$ cat src/rtl/i2s_pkg.sv
// Shared types and constants for the I2S audio transmitter: frame geometry,
// the stereo sample pair, and the small state encodings used by the top.
package i2s_pkg;

    localparam int FRAME_BITS = 32;
    localparam int SAMPLE_W   = 16;
    localparam int DIV_W      = 8;
    localparam int POS_W      = 5;

    typedef struct packed {
        logic signed [SAMPLE_W-1:0] left;
        logic signed [SAMPLE_W-1:0] right;
    } stereo_t;

    typedef enum logic {
        HOLD_EMPTY,
        HOLD_FULL
    } hold_state_t;

    // Where the shift register takes its next frame from at frame load.
    typedef enum logic [1:0] {
        SRC_LAST,
        SRC_HOLD,
        SRC_INPUT
    } load_src_t;

    // Left word occupies the upper half so it leaves the shifter first.
    function automatic logic [FRAME_BITS-1:0] pack_frame(input stereo_t pair);
        return {pair.left, pair.right};
    endfunction

endpackage

$ cat src/rtl/i2s_clkgen.sv
// Bit-clock generator: divides clk down to the I2S bit clock and strobes the
// single clk edge on which that bit clock rises or falls.
module i2s_clkgen
    import i2s_pkg::*;
#(
    parameter int CLK_DIV = 9
) (
    input  logic clk,
    input  logic reset,
    output logic bck,
    output logic bck_fall,
    output logic bck_rise
);

    localparam logic [DIV_W-1:0] DIV_LAST = DIV_W'(CLK_DIV - 1);

    logic [DIV_W-1:0] div_q;
    logic             bck_q;
    logic             terminal;

    assign terminal = (div_q == DIV_LAST);

    // NOTE: state registers use non-blocking assignments so every flop samples pre-edge values.
    always_ff @(posedge clk) begin
        if (reset) begin
            div_q <= '0;
            bck_q <= 1'b0;
        end else if (terminal) begin
            div_q <= '0;
            bck_q <= ~bck_q;
        end else begin
            div_q <= div_q + 1'b1;
        end
    end

    // Strobes mark the edge on which bck is about to toggle, so downstream
    // registers change on exactly the same edge as the bit clock.
    assign bck_fall = !reset && terminal && bck_q;
    assign bck_rise = !reset && terminal && !bck_q;
    assign bck      = bck_q;

endmodule

$ cat src/rtl/i2s_audio_tx.sv
// I2S stereo transmitter: one-entry sample holding register, frame position
// counter and 32-bit MSB-first shifter driven off the i2s_clkgen strobes.
module i2s_audio_tx #(
    parameter int CLK_DIV  = 9,
    parameter int SAMPLE_W = 16
) (
    input  logic                clk,
    input  logic                reset,
    input  logic [SAMPLE_W-1:0] left_in,
    input  logic [SAMPLE_W-1:0] right_in,
    input  logic                sample_valid,
    output logic                sample_ready,
    output logic                i2s_bck,
    output logic                i2s_lrck,
    output logic                i2s_data,
    output logic                underrun
);

    import i2s_pkg::FRAME_BITS;
    import i2s_pkg::POS_W;
    import i2s_pkg::stereo_t;
    import i2s_pkg::hold_state_t;
    import i2s_pkg::HOLD_EMPTY;
    import i2s_pkg::HOLD_FULL;
    import i2s_pkg::load_src_t;
    import i2s_pkg::SRC_LAST;
    import i2s_pkg::SRC_HOLD;
    import i2s_pkg::SRC_INPUT;
    import i2s_pkg::pack_frame;

    logic bck;
    logic bck_fall;
    logic bck_rise_unused;

    i2s_clkgen #(
        .CLK_DIV (CLK_DIV)
    ) u_clkgen (
        .clk      (clk),
        .reset    (reset),
        .bck      (bck),
        .bck_fall (bck_fall),
        .bck_rise (bck_rise_unused)
    );

    hold_state_t           hold_state_q;
    hold_state_t           hold_next;
    stereo_t               hold_q;
    stereo_t               last_q;
    stereo_t               in_pair;
    stereo_t               load_pair;
    load_src_t             load_src;
    logic [POS_W-1:0]      b_q;
    logic [FRAME_BITS-1:0] shift_q;
    logic                  ready_q;
    logic                  underrun_q;
    logic                  accept;
    logic                  frame_load;
    logic                  capture;
    logic                  starve;

    assign in_pair    = '{left: left_in, right: right_in};
    assign accept     = sample_valid && ready_q;
    // Frame load is the falling edge that moves the position from 0 to 1.
    assign frame_load = bck_fall && (b_q == '0);

    // NOTE: every signal written here is given a default first so no latch is inferred.
    always_comb begin
        hold_next = hold_state_q;
        load_src  = SRC_LAST;
        capture   = 1'b0;
        starve    = 1'b0;
        load_pair = last_q;
        unique case (hold_state_q)
            HOLD_EMPTY: begin
                if (frame_load) begin
                    if (accept) begin
                        load_src = SRC_INPUT;
                    end else begin
                        starve = 1'b1;
                    end
                end else if (accept) begin
                    hold_next = HOLD_FULL;
                    capture   = 1'b1;
                end
            end
            HOLD_FULL: begin
                if (frame_load) begin
                    load_src  = SRC_HOLD;
                    hold_next = HOLD_EMPTY;
                end
            end
            default: hold_next = HOLD_EMPTY;
        endcase
        unique case (load_src)
            SRC_HOLD:  load_pair = hold_q;
            SRC_INPUT: load_pair = in_pair;
            default:   load_pair = last_q;
        endcase
    end

    always_ff @(posedge clk) begin
        if (reset) begin
            hold_state_q <= HOLD_EMPTY;
            ready_q      <= 1'b0;
            underrun_q   <= 1'b0;
            b_q          <= '0;
            shift_q      <= '0;
            last_q       <= '0;
        end else begin
            hold_state_q <= hold_next;
            ready_q      <= (hold_next == HOLD_EMPTY);
            underrun_q   <= starve;
            if (bck_fall) begin
                b_q <= b_q + 1'b1;
                if (frame_load) begin
                    shift_q <= pack_frame(load_pair);
                    last_q  <= load_pair;
                end else begin
                    shift_q <= {shift_q[FRAME_BITS-2:0], 1'b0};
                end
            end
        end
    end

    // NOTE: the holding payload has no reset; hold_state_q alone says whether it is valid.
    always_ff @(posedge clk) begin
        if (capture) begin
            hold_q <= in_pair;
        end
    end

    assign sample_ready = ready_q;
    assign i2s_bck      = bck;
    assign i2s_lrck     = b_q[POS_W-1];
    assign i2s_data     = shift_q[FRAME_BITS-1];
    assign underrun     = underrun_q;

endmodule

$ cat config.mk
export PLATFORM = sky130hd
export DESIGN_NAME = i2s_audio_tx
export DESIGN_NICKNAME = d
export VERILOG_FILES = /design/src/rtl/i2s_pkg.sv /design/src/rtl/i2s_clkgen.sv /design/src/rtl/i2s_audio_tx.sv
export SDC_FILE = /design/constraint.sdc
export NUM_CORES = 1
export LEC_CHECK = 0
export ABC_AREA = 0
export CAP_MARGIN = 20
export CORE_MARGIN = 4
export CORE_UTILIZATION = 25
export DETAILED_ROUTE_END_ITERATION = 8
export PLACE_DENSITY = 0.5
export SLEW_MARGIN = 20
export SYNTH_ARGS = -nofsm -noshare
export SYNTH_HDL_FRONTEND = slang
export SYNTH_SLANG_ARGS = --single-unit
export TNS_END_PERCENT = 20
$ cat constraint.sdc
create_clock -name clk -period 3.08 [get_ports clk]
set_input_delay 0.616 -clock clk [delete_from_list [all_inputs] [get_ports clk]]
set_output_delay 0.616 -clock clk [all_outputs]
set_load 0.1 [all_outputs]
Yosys cells after proc, flatten, opt, wreduce, memory -nomap -nowiden
Cells that the tools add are included.
Cells by class
  mux-type cells: 12
  reductions and logical operators: 9
  bitwise operators: 4
  add/sub/neg operators: 2
  equal/unequal tests: 3
Operators with widths (count)
  32-bit case mux with 2 select lines: 1
  32-bit two-way mux: 1
  8-bit by 1-bit adder with 8-bit output (second input constant): 1
  8-bit by 4-bit equality test with 1-bit output (second input constant): 1
  1-bit two-way mux: 6
  5-bit by 1-bit adder with 5-bit output (second input constant): 1
  5-bit zero test: 1
  1-bit logical AND: 4
  2-bit two-way mux: 2
  1-bit NOT: 4
  2-bit case mux with 2 select lines: 1
  3-bit OR reduction: 1
  2-bit by 1-bit equality test with 1-bit output (second input constant): 1
  2-bit equality test (second input constant): 1
  1-bit case mux with 2 select lines: 1
  2-bit AND reduction: 1
  2-bit OR reduction: 1
  1-bit zero test: 1
Word-level totals
  output and inout bits: 5
  word-level logic and storage cells: 41
  input bits: 35
  register bits after elaboration: 113

Depth between registers and ports, before layout
  depth after elaboration: 9
  mapped depth: 8
  mapped depth without buffers: 6

Modules after synthesis
Synthesis repeated with hierarchy kept, for this count alone.
Second synthesis, totals
  cell total of the unflattened synthesis: 513
  area, all modules: 4800.9 um2
Modules (own cells, without submodules)
  i2s_audio_tx: instances 1, area each 4391.7 um2, seq. area each 2402.3 um2, cells each 466
  i2s_clkgen: instances 1, area each 409.1 um2, seq. area each 180.2 um2, cells each 47

Worst setup path before layout
Ideal clock, no wire load.
  kind: register to register
  from: register ready_q, in the netlist sample_ready
  to: register hold_q[0] (netlist bit), enable pin
  path buffers: 2
  data arrival time: 2528 ps
  cell stages (with the launch flop): 5
  slack: 160 ps
  clock period less this slack: 2920 ps
  library setup time: 392 ps
  data required time: 2688 ps
  cells stage by stage: dfxtp_1 > and3b_1 > clkbuf_1 > clkbuf_1 > and2_1
On the way
  longest elaborated chain between the ends: 4
RTL lines
  start: declaration: line i2s_audio_tx.sv:54  | logic ready_q;
  start signal: assignment: line i2s_audio_tx.sv:111  | ready_q <= (hold_next == HOLD_EMPTY);
  1-bit logical AND: line i2s_audio_tx.sv:62  | assign accept = sample_valid && ready_q;
  1-bit two-way mux: line i2s_audio_tx.sv:81  | end else if (accept) begin
  1-bit two-way mux: line i2s_audio_tx.sv:75  | if (frame_load) begin
  1-bit two-way mux: line i2s_audio_tx.sv:73  | unique case (hold_state_q)
  net capture: line i2s_audio_tx.sv:58  | logic capture;
  end signal: assignment: line i2s_audio_tx.sv:128  | hold_q <= in_pair;
  end: declaration: line i2s_audio_tx.sv:47  | stereo_t hold_q;
The timed path passes the listed nets, and every way through them passes these cells.
A chain may end at the register's enable or synchronous reset.

Final worst setup path
  from: register b_q[0]
  to: register shift_q[20]
On the way
  longest elaborated chain between the ends: 7
  elaborated cells on any way between the ends: 9
  classes of those cells: eq/ne (2); mux (5); reduce/logical (2)
RTL lines
  start: declaration: line i2s_audio_tx.sv:52  | logic [POS_W-1:0] b_q;
  start signal: assignment: line i2s_audio_tx.sv:114  | b_q <= b_q + 1'b1;
  5-bit zero test *: line i2s_audio_tx.sv:64  | assign frame_load = bck_fall && (b_q == '0);
  1-bit logical AND *: line i2s_audio_tx.sv:64
  1-bit two-way mux or 2-bit two-way mux (tied branches): line i2s_audio_tx.sv:87, i2s_audio_tx.sv:75
  2-bit case mux with 2 select lines: line i2s_audio_tx.sv:73
  2-bit equality test or 2-bit by 1-bit equality test with 1-bit output (tied branches): line i2s_audio_tx.sv:94  | unique case (load_src)
  32-bit case mux with 2 select lines: line i2s_audio_tx.sv:94
  32-bit two-way mux *: line i2s_audio_tx.sv:115  | if (frame_load) begin
  end signal: assignment: line i2s_audio_tx.sv:116  | shift_q <= pack_frame(load_pair);
  end signal: assignment: line i2s_audio_tx.sv:119  | shift_q <= {shift_q[FRAME_BITS-2:0], 1'b0};
  end: declaration: line i2s_audio_tx.sv:53  | logic [FRAME_BITS-1:0] shift_q;
Mark *: on every way between the ends. The rest lies on a longest branch, timed or not.

==> flow_summary.toml <==
[place]
dp_hpwl_mm = 7.69
portBuffers = 39
routabilityCongestion = 0.744
dp.cells = 715

[logic_synthesis]
ys_seq_area_frac = 0.540
synth_cell_types = 42
synth_area_um2 = 4790
ys_seq_elements = 113
avgSynthCellArea_um2 = 10.2
syn-num-nets = 507
yosys_warnings = 0
syn_inst = 468

[clock_tree]
root_buffer = "clkbuf_16"
tritoncts = "done"
postCtsSetupRepairBufs = 0
path_clk_slew_ns = 0.05
clockBufferDepth = 2
cts_buffers = 17
cts_max_level = 4
clkLatencyLatePin_ns = 0.41
holdBufCountCts = 0
cts.sinks = 113
ctsResizeCount = 0

[worst_setup_path]
startpoint_type = "flop"
crit_start = "b_q[0]"
critPathCaptureType = "flop"
critical_path_class = "reg -> reg"
reg2reg_to = "shift_q[20]"
cp.required_ns = 3.42
cp_slowest_cell = "or4b_1"
timing.rr.start = "b_q[0]"
cp_max_fo = 30
cp_cell_sequence = "inv_1 > ha_1 > or4b_1 > nor2_8 > a221oi_1 > a21oi_1"
r2r_slack_ns = 0.86
crit_path_end = "shift_q[20]"
reg2reg_depth = 6
cp.arrival_ns = 2.56
cpPeakStageDelay_ns = 0.71

[timing]
slew_viol_final = 0
setup_viol = 0
worst_slew_pin_slew_ns = 0.523
fin_crit_sh = 0.721
tns_ns = 0
hold_viol = 0
skew_ns = 0.0115
fmax_ghz = 0.451
finalCriticalPeriod_ns = 2.22
slew_headroom = 0.651
rsz0062_at_grt = "no"

[detailed_routing]
vias = 3788
first_pass_iters = 5
wire_per_inst_um = 16.6
drtIter0Drc = 271
viasPerCell = 5.07
final_antenna_net_count = 0
drt-total-wl_mm = 12.4
drc = 0

[finish]
final_nets = 539
instances_no_fill = 747
utilization = 0.320
final-seq-area_um2 = 2580
diodes = 0
drive_above_1_share = 0.125
n_fill_cell = 1904
syn2layout_area_growth_pct = 25.5
multi_input_area_um2 = 1950

[job]
maxCapViolCount = 0

[die]
start_util = 0.255
die_area_um2 = 21400
core-area_um2 = 18800
die_x_um = 146
die_y_um = 146
row_count = 50
pin_count = 40

[pwr]
power.leakage_nw = 2.08
worst_ir_drop_vdd_mv = 0.285
power.density_nw_per_um2 = 640

[global_routing]
grt_pass1_vias = 3903
grt_overflow = 0
grt_pass1_wl_mm = 20.7
antenna_found_initial = 0
globalRouteTotalUtil = 0.122
grt_max_degree = 46

[hold_path]
min_from = "last_q[24]"
hp-class = "reg -> reg"

[outcome]
status = "finished clean"
==> worst min path at each step <==
stage	to	cells past startpoint
final	last_q[24]	2
after global routing	last_q[16]	2
after CTS	last_q[11]	2
after detailed placement	last_q[11]	2
after global placement	last_q[26]	2
after floorplan	u_clkgen.div_q[0]	1
==> cells by family (layout without fill, tap and decap cells) <==
group,after synthesis,count (layout),synth area share
muxes,2,2,0.00471
DFF,113,113,0.540
and+or+nand+nor,98,98,0.112
adders and majority gates,4,4,0.0105
buffers and inverters,49,94,0.0562
xor gates and xnor gates,9,9,0.0165
AOI/OAI and AO/OA,193,193,0.260
==> registers in the layout, summed over array words and instances (netlist names) <==
name,count
hold_state_q,1
u_clkgen.bck,1
b_q,5
hold_q,32
last_q,32
sample_ready,1
shift_q,32
underrun,1
u_clkgen.div_q,8
==> layout by cell type (no fill, tap or decap), drive strengths merged, types with 7 or more instances in the layout <==
| cell | Yosys | final |
|---|---|---|
| nor2 | 14 | 14 |
| a221oi | 26 | 26 |
| nand3 | 18 | 18 |
| clkdlybuf4s50 | 0 | 34 |
| a32o | 30 | 30 |
| o21ai | 34 | 34 |
| edfxtp | 32 | 32 |
| clkinv | 0 | 9 |
| dfxtp | 81 | 81 |
| clkbuf | 23 | 18 |
| a21oi | 93 | 93 |
| nand2 | 40 | 40 |
| buf | 21 | 23 |
| and3 | 9 | 9 |
| xor2 | 7 | 7 |
==> final cells by class <==
| cell class | count | share of cell area |
|---|---|---|
| clock inverters | 14 | 0.0323 |
| repair buffers | 57 | 0.0895 |
| multi-input cells | 306 | 0.325 |
| clock buffers | 18 | 0.0714 |
| flip-flops and latches | 113 | 0.430 |
| well taps | 234 | 0.0487 |
| inverters | 5 | 0.00312 |
==> layer usage <==
layer,share of wire,track usage
met3,0.047,0.0410
met4,0.0046,0.0376
met5,0,0
met1,0.45,0.153
met2,0.50,0.198
==> stage by stage <==
| step | cell area, um^2 | setup WS, ns | hold WS [ns] | power (mW) |
|---|---|---|---|---|
| after global placement | 5390 | 0.635 | 0.460 | 1.79 |
| final | 6010 | 0.861 | 0.474 | 3.84 |
| after global routing | 6010 | 0.698 | 0.495 | 4.00 |
| after detailed placement | 5390 | 0.651 | 0.468 | 1.80 |
| after CTS | 6010 | 0.845 | 0.476 | 3.89 |
| after floorplan | 4790 | 0.160 | 0.448 | 1.69 |
==> report_power, final <==
part	switching, mW	total (mW)	internal (mW)	leakage [nW]
Sequential	0.0165	1.58	1.56	0.948
Clock	0.664	2.08	1.42	0.314
Combinational	0.116	0.186	0.0703	0.822
Total	0.796	3.84	3.05	2.08
==> Yosys cell counts (all sizes together) <==
library cell / count / area share
nand4: 4 / 0.0065
a41oi: 3 / 0.0055
nand3: 18 / 0.021
a211oi: 2 / 0.0031
and3: 9 / 0.012
edfxtp: 32 / 0.20
a31oi: 3 / 0.0039
buf: 21 / 0.034
and2: 2 / 0.0026
xor2: 7 / 0.013
and4: 1 / 0.0018
inv: 5 / 0.0039
o31ai: 1 / 0.0016
a21o: 1 / 0.0016
o21ai: 34 / 0.036
a21oi: 93 / 0.097
ha: 4 / 0.010
nor2b: 3 / 0.0039
nor3b: 1 / 0.0039
clkbuf: 23 / 0.018
nand2: 40 / 0.031
xnor2: 2 / 0.0037
a32o: 30 / 0.063
nor4b: 2 / 0.0081
or4b: 1 / 0.0021
a221oi: 26 / 0.049
mux2: 2 / 0.0047
dfxtp: 81 / 0.34
nor4bb: 1 / 0.0021
and3b: 1 / 0.0018
nor3: 1 / 0.0010
nor2: 14 / 0.014
==> critical path, delay by kind of cell, from the launching register on <==
family          cells  cell delay [ns]
simple gates        2             1.22
flops               1             0.34
compound gates      2             0.33
fa+ha+maj           1             0.15
buf+inv             1             0.07
Power figures use the tool's default switching activity.
